$ cat src/rtl/pipe_stage_elastic.sv
// ---------------------------------------------------------------------------
// PipeStageElastic
//
// Elastic register chain that carries an opaque WIDTH-bit payload between two
// core pipeline stages with a valid/ready handshake. The chain holds DEPTH
// register stages. With SKID=1 each stage pairs a main register with a skid
// register, so every stage ready is a flop output and no combinational path
// runs from out_ready to in_ready. With SKID=0 each stage is a single register
// and ready ripples combinationally back through the chain. With BYPASS=1 the
// block is a plain wire.
//
// Ports:
//   clock      rising-edge clock
//   reset      asynchronous, active-high reset
//   in_valid   upstream payload valid
//   in_ready   block accepts the payload this cycle
//   in_data    upstream payload
//   out_valid  payload available downstream
//   out_ready  downstream accepts the payload
//   out_data   downstream payload, BUBBLE_VALUE whenever out_valid is low
//   hold       pause: freeze all state and block both handshakes
//   flush      discard every held payload at the next edge (beats hold)
//   occupancy  number of payloads currently held
// ---------------------------------------------------------------------------
module pipe_stage_elastic #(
    parameter int                 WIDTH        = 32,
    parameter int                 DEPTH        = 1,
    parameter int                 SKID         = 1,
    parameter int                 BYPASS       = 0,
    parameter logic [WIDTH-1:0]   BUBBLE_VALUE = '0
) (
    input  logic                                      clock,
    input  logic                                      reset,
    input  logic                                      in_valid,
    output logic                                      in_ready,
    input  logic [WIDTH-1:0]                          in_data,
    output logic                                      out_valid,
    input  logic                                      out_ready,
    output logic [WIDTH-1:0]                          out_data,
    input  logic                                      hold,
    input  logic                                      flush,
    output logic [$clog2(DEPTH*(1+SKID)+1)-1:0]       occupancy
);

    localparam int CAPACITY = DEPTH * (1 + SKID);
    localparam int OCC_W    = $clog2(CAPACITY + 1);

    generate
        if (BYPASS != 0) begin : genBypass

            // Pure pass-through: the clock, reset, hold and flush have no
            // effect here. They are folded into a deliberately unused net.
            logic unusedBypassInputs;
            assign unusedBypassInputs = ^{clock, reset, hold, flush};

            assign in_ready  = out_ready;
            assign out_valid = in_valid;
            assign out_data  = in_valid ? in_data : BUBBLE_VALUE;
            assign occupancy = '0;

        end else begin : genChain

            // Per-stage state. Stage 0 faces the upstream port.
            // Stage DEPTH-1 faces the downstream port.
            logic [DEPTH-1:0] mainValid_q;
            logic [DEPTH-1:0] mainValid_d;
            logic [DEPTH-1:0] skidValid_q;
            logic [DEPTH-1:0] skidValid_d;
            logic [WIDTH-1:0] mainData_q [DEPTH];
            logic [WIDTH-1:0] mainData_d [DEPTH];
            logic [WIDTH-1:0] skidData_q [DEPTH];
            logic [WIDTH-1:0] skidData_d [DEPTH];
            logic [OCC_W-1:0] occ_q;
            logic [OCC_W-1:0] occ_d;

            // stageReady[i] is the ready that stage i shows to its upstream.
            // stageReady[DEPTH] is the downstream ready seen by the last stage.
            logic [DEPTH:0]   stageReady;
            logic [DEPTH-1:0] pushStage;
            logic [DEPTH-1:0] popStage;
            logic [WIDTH-1:0] upData [DEPTH];

            logic active;
            logic outReadyEff;
            logic accept;
            logic deliver;

            // While hold or flush is high, both external handshakes are
            // blocked. The last stage then sees a downstream ready of 0.
            assign active      = ~hold & ~flush;
            assign outReadyEff = out_ready & active;

            // Ready chain, walked from the output back to the input.
            // A skid stage's ready comes only from its own skid flag.
            // A single-register stage is ready when it is empty or when
            // the stage downstream takes its payload.
            always_comb begin
                logic downReady;
                logic rdy;
                stageReady        = '0;
                stageReady[DEPTH] = outReadyEff;
                downReady         = outReadyEff;
                for (int i = DEPTH - 1; i >= 0; i--) begin
                    if (SKID != 0) begin
                        rdy = ~skidValid_q[i];
                    end else begin
                        rdy = ~mainValid_q[i] | downReady;
                    end
                    stageReady[i] = rdy;
                    downReady     = rdy;
                end
            end

            // External handshakes. in_ready stays low during reset, so no
            // transfer can happen before the first edge after release.
            assign in_ready  = ~reset & active & stageReady[0];
            assign out_valid = mainValid_q[DEPTH-1] & active;
            assign out_data  = out_valid ? mainData_q[DEPTH-1] : BUBBLE_VALUE;
            assign accept    = in_valid & in_ready;
            assign deliver   = out_valid & out_ready;
            assign occupancy = occ_q;

            // Work out the push into each stage and the pop out of it.
            // Stage 0 is fed by the external accept.
            // Each later stage is fed by the main register of the stage
            // before it.
            always_comb begin
                pushStage = '0;
                popStage  = '0;
                for (int i = 0; i < DEPTH; i++) begin
                    upData[i] = BUBBLE_VALUE;
                end
                pushStage[0] = accept;
                upData[0]    = in_data;
                for (int i = 1; i < DEPTH; i++) begin
                    pushStage[i] = mainValid_q[i-1] & stageReady[i];
                    upData[i]    = mainData_q[i-1];
                end
                for (int i = 0; i < DEPTH; i++) begin
                    popStage[i] = mainValid_q[i] & stageReady[i+1];
                end
            end

            // Next-state logic for every stage and for the occupancy count.
            // Flush clears everything and overrides hold. Hold freezes all
            // state. Otherwise each stage follows its own push and pop.
            // Skid stage: a held skid payload moves into main on a pop.
            // A push lands in main if main is free or is draining this
            // cycle, and lands in skid otherwise.
            always_comb begin
                mainValid_d = mainValid_q;
                skidValid_d = skidValid_q;
                mainData_d  = mainData_q;
                skidData_d  = skidData_q;
                occ_d       = occ_q;

                if (flush) begin
                    mainValid_d = '0;
                    skidValid_d = '0;
                    occ_d       = '0;
                    for (int i = 0; i < DEPTH; i++) begin
                        mainData_d[i] = BUBBLE_VALUE;
                        skidData_d[i] = BUBBLE_VALUE;
                    end
                end else if (!hold) begin
                    for (int i = 0; i < DEPTH; i++) begin
                        if (SKID != 0) begin
                            if (skidValid_q[i]) begin
                                if (popStage[i]) begin
                                    mainData_d[i]  = skidData_q[i];
                                    skidValid_d[i] = 1'b0;
                                    skidData_d[i]  = BUBBLE_VALUE;
                                end
                            end else if (pushStage[i]) begin
                                if (!mainValid_q[i] || popStage[i]) begin
                                    mainValid_d[i] = 1'b1;
                                    mainData_d[i]  = upData[i];
                                end else begin
                                    skidValid_d[i] = 1'b1;
                                    skidData_d[i]  = upData[i];
                                end
                            end else if (popStage[i]) begin
                                mainValid_d[i] = 1'b0;
                                mainData_d[i]  = BUBBLE_VALUE;
                            end
                        end else begin
                            if (popStage[i] || !mainValid_q[i]) begin
                                mainValid_d[i] = pushStage[i];
                                mainData_d[i]  = pushStage[i] ? upData[i] : BUBBLE_VALUE;
                            end
                        end
                    end

                    case ({accept, deliver})
                        2'b10:   occ_d = occ_q + OCC_W'(1);
                        2'b01:   occ_d = occ_q - OCC_W'(1);
                        default: occ_d = occ_q;
                    endcase
                end
            end

            // State registers. On reset every payload slot goes back to
            // the bubble encoding and the chain is empty.
            always_ff @(posedge clock or posedge reset) begin
                if (reset) begin
                    mainValid_q <= '0;
                    skidValid_q <= '0;
                    occ_q       <= '0;
                    for (int i = 0; i < DEPTH; i++) begin
                        mainData_q[i] <= BUBBLE_VALUE;
                        skidData_q[i] <= BUBBLE_VALUE;
                    end
                end else begin
                    mainValid_q <= mainValid_d;
                    skidValid_q <= skidValid_d;
                    occ_q       <= occ_d;
                    for (int i = 0; i < DEPTH; i++) begin
                        mainData_q[i] <= mainData_d[i];
                        skidData_q[i] <= skidData_d[i];
                    end
                end
            end

        end
    endgenerate

endmodule

$ cat config.mk
export PLATFORM = sky130hd
export DESIGN_NAME = pipe_stage_elastic
export DESIGN_NICKNAME = d
export VERILOG_FILES = /design/src/rtl/pipe_stage_elastic.sv
export SDC_FILE = /design/constraint.sdc
export NUM_CORES = 1
export LEC_CHECK = 0
export CORE_ASPECT_RATIO = 1.4
export CORE_MARGIN = 4
export CORE_UTILIZATION = 45
export CTS_CLUSTER_SIZE = 40
export DETAILED_ROUTE_END_ITERATION = 8
export MAX_ROUTING_LAYER = met4
export PLACE_DENSITY = 0.75
export SLEW_MARGIN = 40
export SYNTH_ARGS = -nofsm -noshare
export SYNTH_HDL_FRONTEND = slang
export SYNTH_SLANG_ARGS = --single-unit
$ cat constraint.sdc
create_clock -name clock -period 2.1 [get_ports clock]
set_clock_uncertainty 0.05 [all_clocks]
set_input_delay 0.315 -clock clock [delete_from_list [all_inputs] [get_ports clock]]
set_output_delay 0.315 -clock clock [all_outputs]
set_load 0.02 [all_outputs]
[After elaboration in Yosys (flattened, before gate mapping)]
Cells that the tools add are included.
Storage, ports and cells
  register bits after elaboration: 68
  bits of input ports: 38
  output and inout port bits: 36
  word-level logic and storage cells: 64
Cells by class
  add/subtract/negate cells: 2
  equality and inequality tests: 8
  multiplexer cells: 28
  bitwise gates (word level): 12
  reduce and logical (&&, ||, !) cells: 9
Operator list (number)
  32-bit two-way mux: 13
  1-bit two-way mux: 12
  4-bit AND reduction: 3
  3-bit nonzero test: 3
  1-bit AND: 8
  3-bit by 2-bit inequality test with 1-bit output, second input constant: 2
  2-bit two-way mux: 2
  4-bit by 3-bit inequality test with 1-bit output, second input constant: 1
  1-bit NOT: 4
  2-bit one-hot mux with 2 select lines: 1
  3-bit inequality test, second input constant: 1
  2-bit by 1-bit adder with 2-bit output, second input constant: 1
  2-bit by 1-bit == test with 1-bit output, second input constant: 1
  2-bit == test, second input constant: 1
  2-bit by 1-bit inequality test with 1-bit output, second input constant: 1
  2-bit inequality test, second input constant: 1
  2-bit AND reduction: 1
  2-bit by 1-bit subtractor with 2-bit output, second input constant: 1
  1-bit logical NOT: 1
  1-bit logical OR: 1

[Longest topological paths before layout]
  depth after elaboration: 10
  depth in mapped cells: 6
  mapped depth without buffers: 4

[Least setup slack after synthesis]
No wires, ideal clock.
  path kind: input-to-reg
  start point: input port reset
  end point: register genChain.occ_q[1] (netlist: occupancy[1])
  library setup time: 125 ps
  data arrival time: 2567 ps
  required time: 1925 ps
  path slack: -642 ps
  stages: 4
  buffers on the path: 0
  path through: inv_1 -> a311oi_1 -> a41oi_1 -> mux2_2
On the way
  cells in the longest elaborated chain, start to end: 8
  elaborated cells between the ends (all ways): 11
  those cells by class: eq/ne: 2; mux: 3; bitwise: 4; reduce/logical: 2
RTL lines
  start, declared: line 33  | input logic reset,
  1-bit NOT (*): line 116  | assign in_ready = ~reset & active & stageReady[0];
  1-bit AND (*) (2 in series): line 116
  1-bit AND (*): line 119  | assign accept = in_valid & in_ready;
  2-bit by 1-bit == test with 1-bit output / 2-bit == test (equally long branches): line 194  | case ({accept, deliver})
  2-bit one-hot mux with 2 select lines: line 194
  2-bit two-way mux: line 165  | end else if (!hold) begin
  2-bit two-way mux: line 157  | if (flush) begin
  end signal, assigned: line 208  | occ_q <= '0;
  end signal, assigned: line 216  | occ_q <= occ_d;
  end, declared: line 73  | logic [OCC_W-1:0] occ_q;
Mark *: on every way between the ends. The rest lies on a longest branch, timed or not. The select of a mux whose other input is x is not followed.
A chain may end at the register's enable or synchronous reset.

[Worst setup path in the final report]
  start point: input port flush
  end point: output port out_data[2]
On the way
  cells in the longest elaborated chain, start to end: 4
RTL lines
  start, declared: line 41  | input logic flush,
  1-bit NOT: line 90  | assign active = ~hold & ~flush;
  1-bit AND: line 90
  1-bit AND: line 117  | assign out_valid = mainValid_q[DEPTH-1] & active;
  32-bit two-way mux: line 118  | assign out_data = out_valid ? mainData_q[DEPTH-1] : BUBBLE_VALUE;
  end, declared: line 39  | output logic [WIDTH-1:0] out_data,
Every way passes these cells.

==> impl_metrics.json <==
{
  "status": "completed",
  "cts_tree": "done",
  "setup_violations": 0,
  "register_area_um2": 1700,
  "drive_gt1_frac": 0.126,
  "dp_hpwl_um": 5240,
  "clk_pin_slew_ns": 0.08,
  "yosysUniqueCellTypes": 30,
  "async_flop_share": 1.00,
  "synth_common_cells": "dfrtp_1, nor2_1, a21oi_1, nand2_1",
  "synth_most_common_cell": "dfrtp_1",
  "cts_buffers": 9,
  "die_y_um": 108,
  "clock_path_buffers": 2,
  "cp_max_fo": 34,
  "synth_top_area_share": 0.525,
  "start_util": 0.464,
  "hold_viol_final": 0,
  "p_total_mw": 2.80,
  "syn_inst": 354,
  "avgSynthCellArea_um2": 9.15,
  "rsz0062_at_grt": "false",
  "die_area_um2": 8640,
  "clock_latency_ns": 0.35,
  "finalCritPeriodShare": 0.965,
  "max_freq_mhz": 493,
  "antenna_found_initial": 0,
  "min_period_ns": 2.03,
  "drv_slew": 0,
  "yosys-top-cells-area": "dfrtp_1, a22oi_1, and2_1",
  "rrSetupSlack_ns": 0.28,
  "vias": 2792,
  "multi_input_area_um2": 1390,
  "cap_violations": 0,
  "r2r_cells": 6,
  "worst_slew_pin_slew_ns": 0.727,
  "seq_area_frac_synth": 0.525,
  "core_um2": 6980,
  "wirelength_um": 7670,
  "finalSetupTns_ns": 0,
  "worstSetupPathType": "input pin to primary output",
  "gp_congestion": 0.758,
  "grt_max_degree": 59,
  "ys.flop_type": "dfrtp_1",
  "synthesis.nets": 392,
  "diodes": 0,
  "die_x_um": 79.7,
  "synth_area_um2": 3240,
  "crit_required_ns": 1.74,
  "r2r_start": "genChain.skidValid_q",
  "cp-start-kind": "input pin",
  "cts_root_buffer": "clkbuf_8",
  "ys_ff_latch": 68,
  "fin_nets": 469,
  "p_leak_nw": 1.84,
  "grt-ovfl-total": 0,
  "groute.usage.overall": 0.194,
  "routedWlPerCell_um": 14.4,
  "cp.arrival_ns": 1.66,
  "reg2reg_to": "genChain.mainData_q[30]",
  "dr.pass1.iters": 4,
  "synth_edf_count": 0,
  "power_density_nw_per_um2": 642,
  "ys_warn_count": 0,
  "cp-end-kind": "primary output",
  "irDropWorstVdd_mv": 0.564,
  "synth_top_area_cell": "dfrtp_1",
  "port_buffers": 73,
  "grt_pass1_vias": 2674,
  "crit_path_start": "flush",
  "placementRows": 36,
  "h-tree-depth": 3,
  "drc_errors": 0,
  "hold_class": "input pin to asynchronous set/reset pin",
  "place_ws_ns": -0.349,
  "cts_sinks": 68,
  "drt_iter0_drc": 154,
  "drt-vias-per-instance": 5.26,
  "io_pins": 74,
  "grt_first_pass_wirelength_um": 12700,
  "slew-limit-headroom": 0.516,
  "ant_nets": 0,
  "whs_ns": 0.420,
  "fillers": 618,
  "setup_ws_ns": 0.0727,
  "area_growth_pct": 34.9
}
## kinds of logic after synthesis
family | share of synthesized area
mux | 0.00347
xor+xnor | 0.00541
simple gates | 0.221
compound gates | 0.195
flops | 0.525
buf+inv | 0.0506
## critical path, cell delays in order
cell and delay, ns:
clkdlybuf4s50_1 0.46, nor3b_4 0.24, buf_12 0.19, and2_1 0.14, clkdlybuf4s15_1 0.30
## sequential cells by signal (all words and copies together) (netlist names)
signal                flops
genChain.mainData_q      32
genChain.mainValid_q      1
genChain.skidData_q      32
occupancy                 2
genChain.skidValid_q      1
## worst max-delay path by stage
stage,cells past startpoint,endpoint,slack [ns]
2_1_floorplan,4,occupancy[1],-0.15
3_3_place_gp,8,genChain.mainData_q[5],-0.29
3_5_place_dp,8,genChain.mainData_q[30],-0.35
4_1_cts,5,out_data[11],0.009
5_1_grt,5,out_data[30],0.0007
6_report,5,out_data[2],0.07
## repair_timing
item                                    CTS  global route
gates resized for setup                  34            42
buffers inserted                          0             0
hold buffers                              0             0
endpoints found under the setup margin   34            89
## metrics by stage
stage,area (um^2),utilization,std cells
finish,4370,0.626,531
global route,4370,0.626,531
CTS,4360,0.624,531
detailed placement,4200,0.601,515
global placement,4200,0.601,515
floorplan,3240,-,354
## power by group
group / leakage (nW) / switching, mW / internal [mW]
combinational: 0.836 / 0.170 / 0.145
sequential: 0.904 / 0.0308 / 1.37
clock: 0.0983 / 0.511 / 0.578
total: 1.84 / 0.712 / 2.09
## metal layers
metal | wire [um] | GRT usage | vias up
li1 | - | - | 1382
met5 | 0 | - | -
met2 | 3950 | 0.323 | 61
met3 | 356 | 0.0458 | 11
met4 | 135 | 0.0676 | 0
met1 | 3230 | 0.230 | 1338
## cell usage in the layout, fill, tap and decap left out
cell type / count
dfrtp_1: 68
clkdlybuf4s50_1: 39
nor2_1: 38
a21oi_1: 34
nand2_1: 34
nand3_1: 32
and2_1: 32
a22oi_1: 31
o21ai_0: 30
clkdlybuf4s15_1: 25
buf_4: 16
clkbuf_8: 10
clkbuf_2: 7
buf_12: 5
inv_1: 3
clkinvlp_4: 3
nor2_2: 2
xnor2_1: 2
o21ai_1: 2
clkinv_2: 2
dlygate4sd2_1: 2
buf_6: 2
or3b_4: 1
nand3b_1: 1
o311ai_4: 1
nor3_2: 1
nor2b_1: 1
a211oi_1: 1
a311oi_1: 1
a41oi_1: 1
mux2_2: 1
o21a_1: 1
nor3b_4: 1
nor4b_4: 1
nor3b_1: 1
a32oi_1: 1
nor4_1: 1
clkinv_4: 1
bufinv_16: 1
## final cells by class
type,instances,share of cell area
timing repair buffer,96,0.214
tap,95,0.0272
inverter,4,0.00429
sequential,68,0.389
clock buffer,10,0.0315
multi-input combinational,252,0.319
clock inverter,6,0.0146
(Power assumes the default switching activity.)
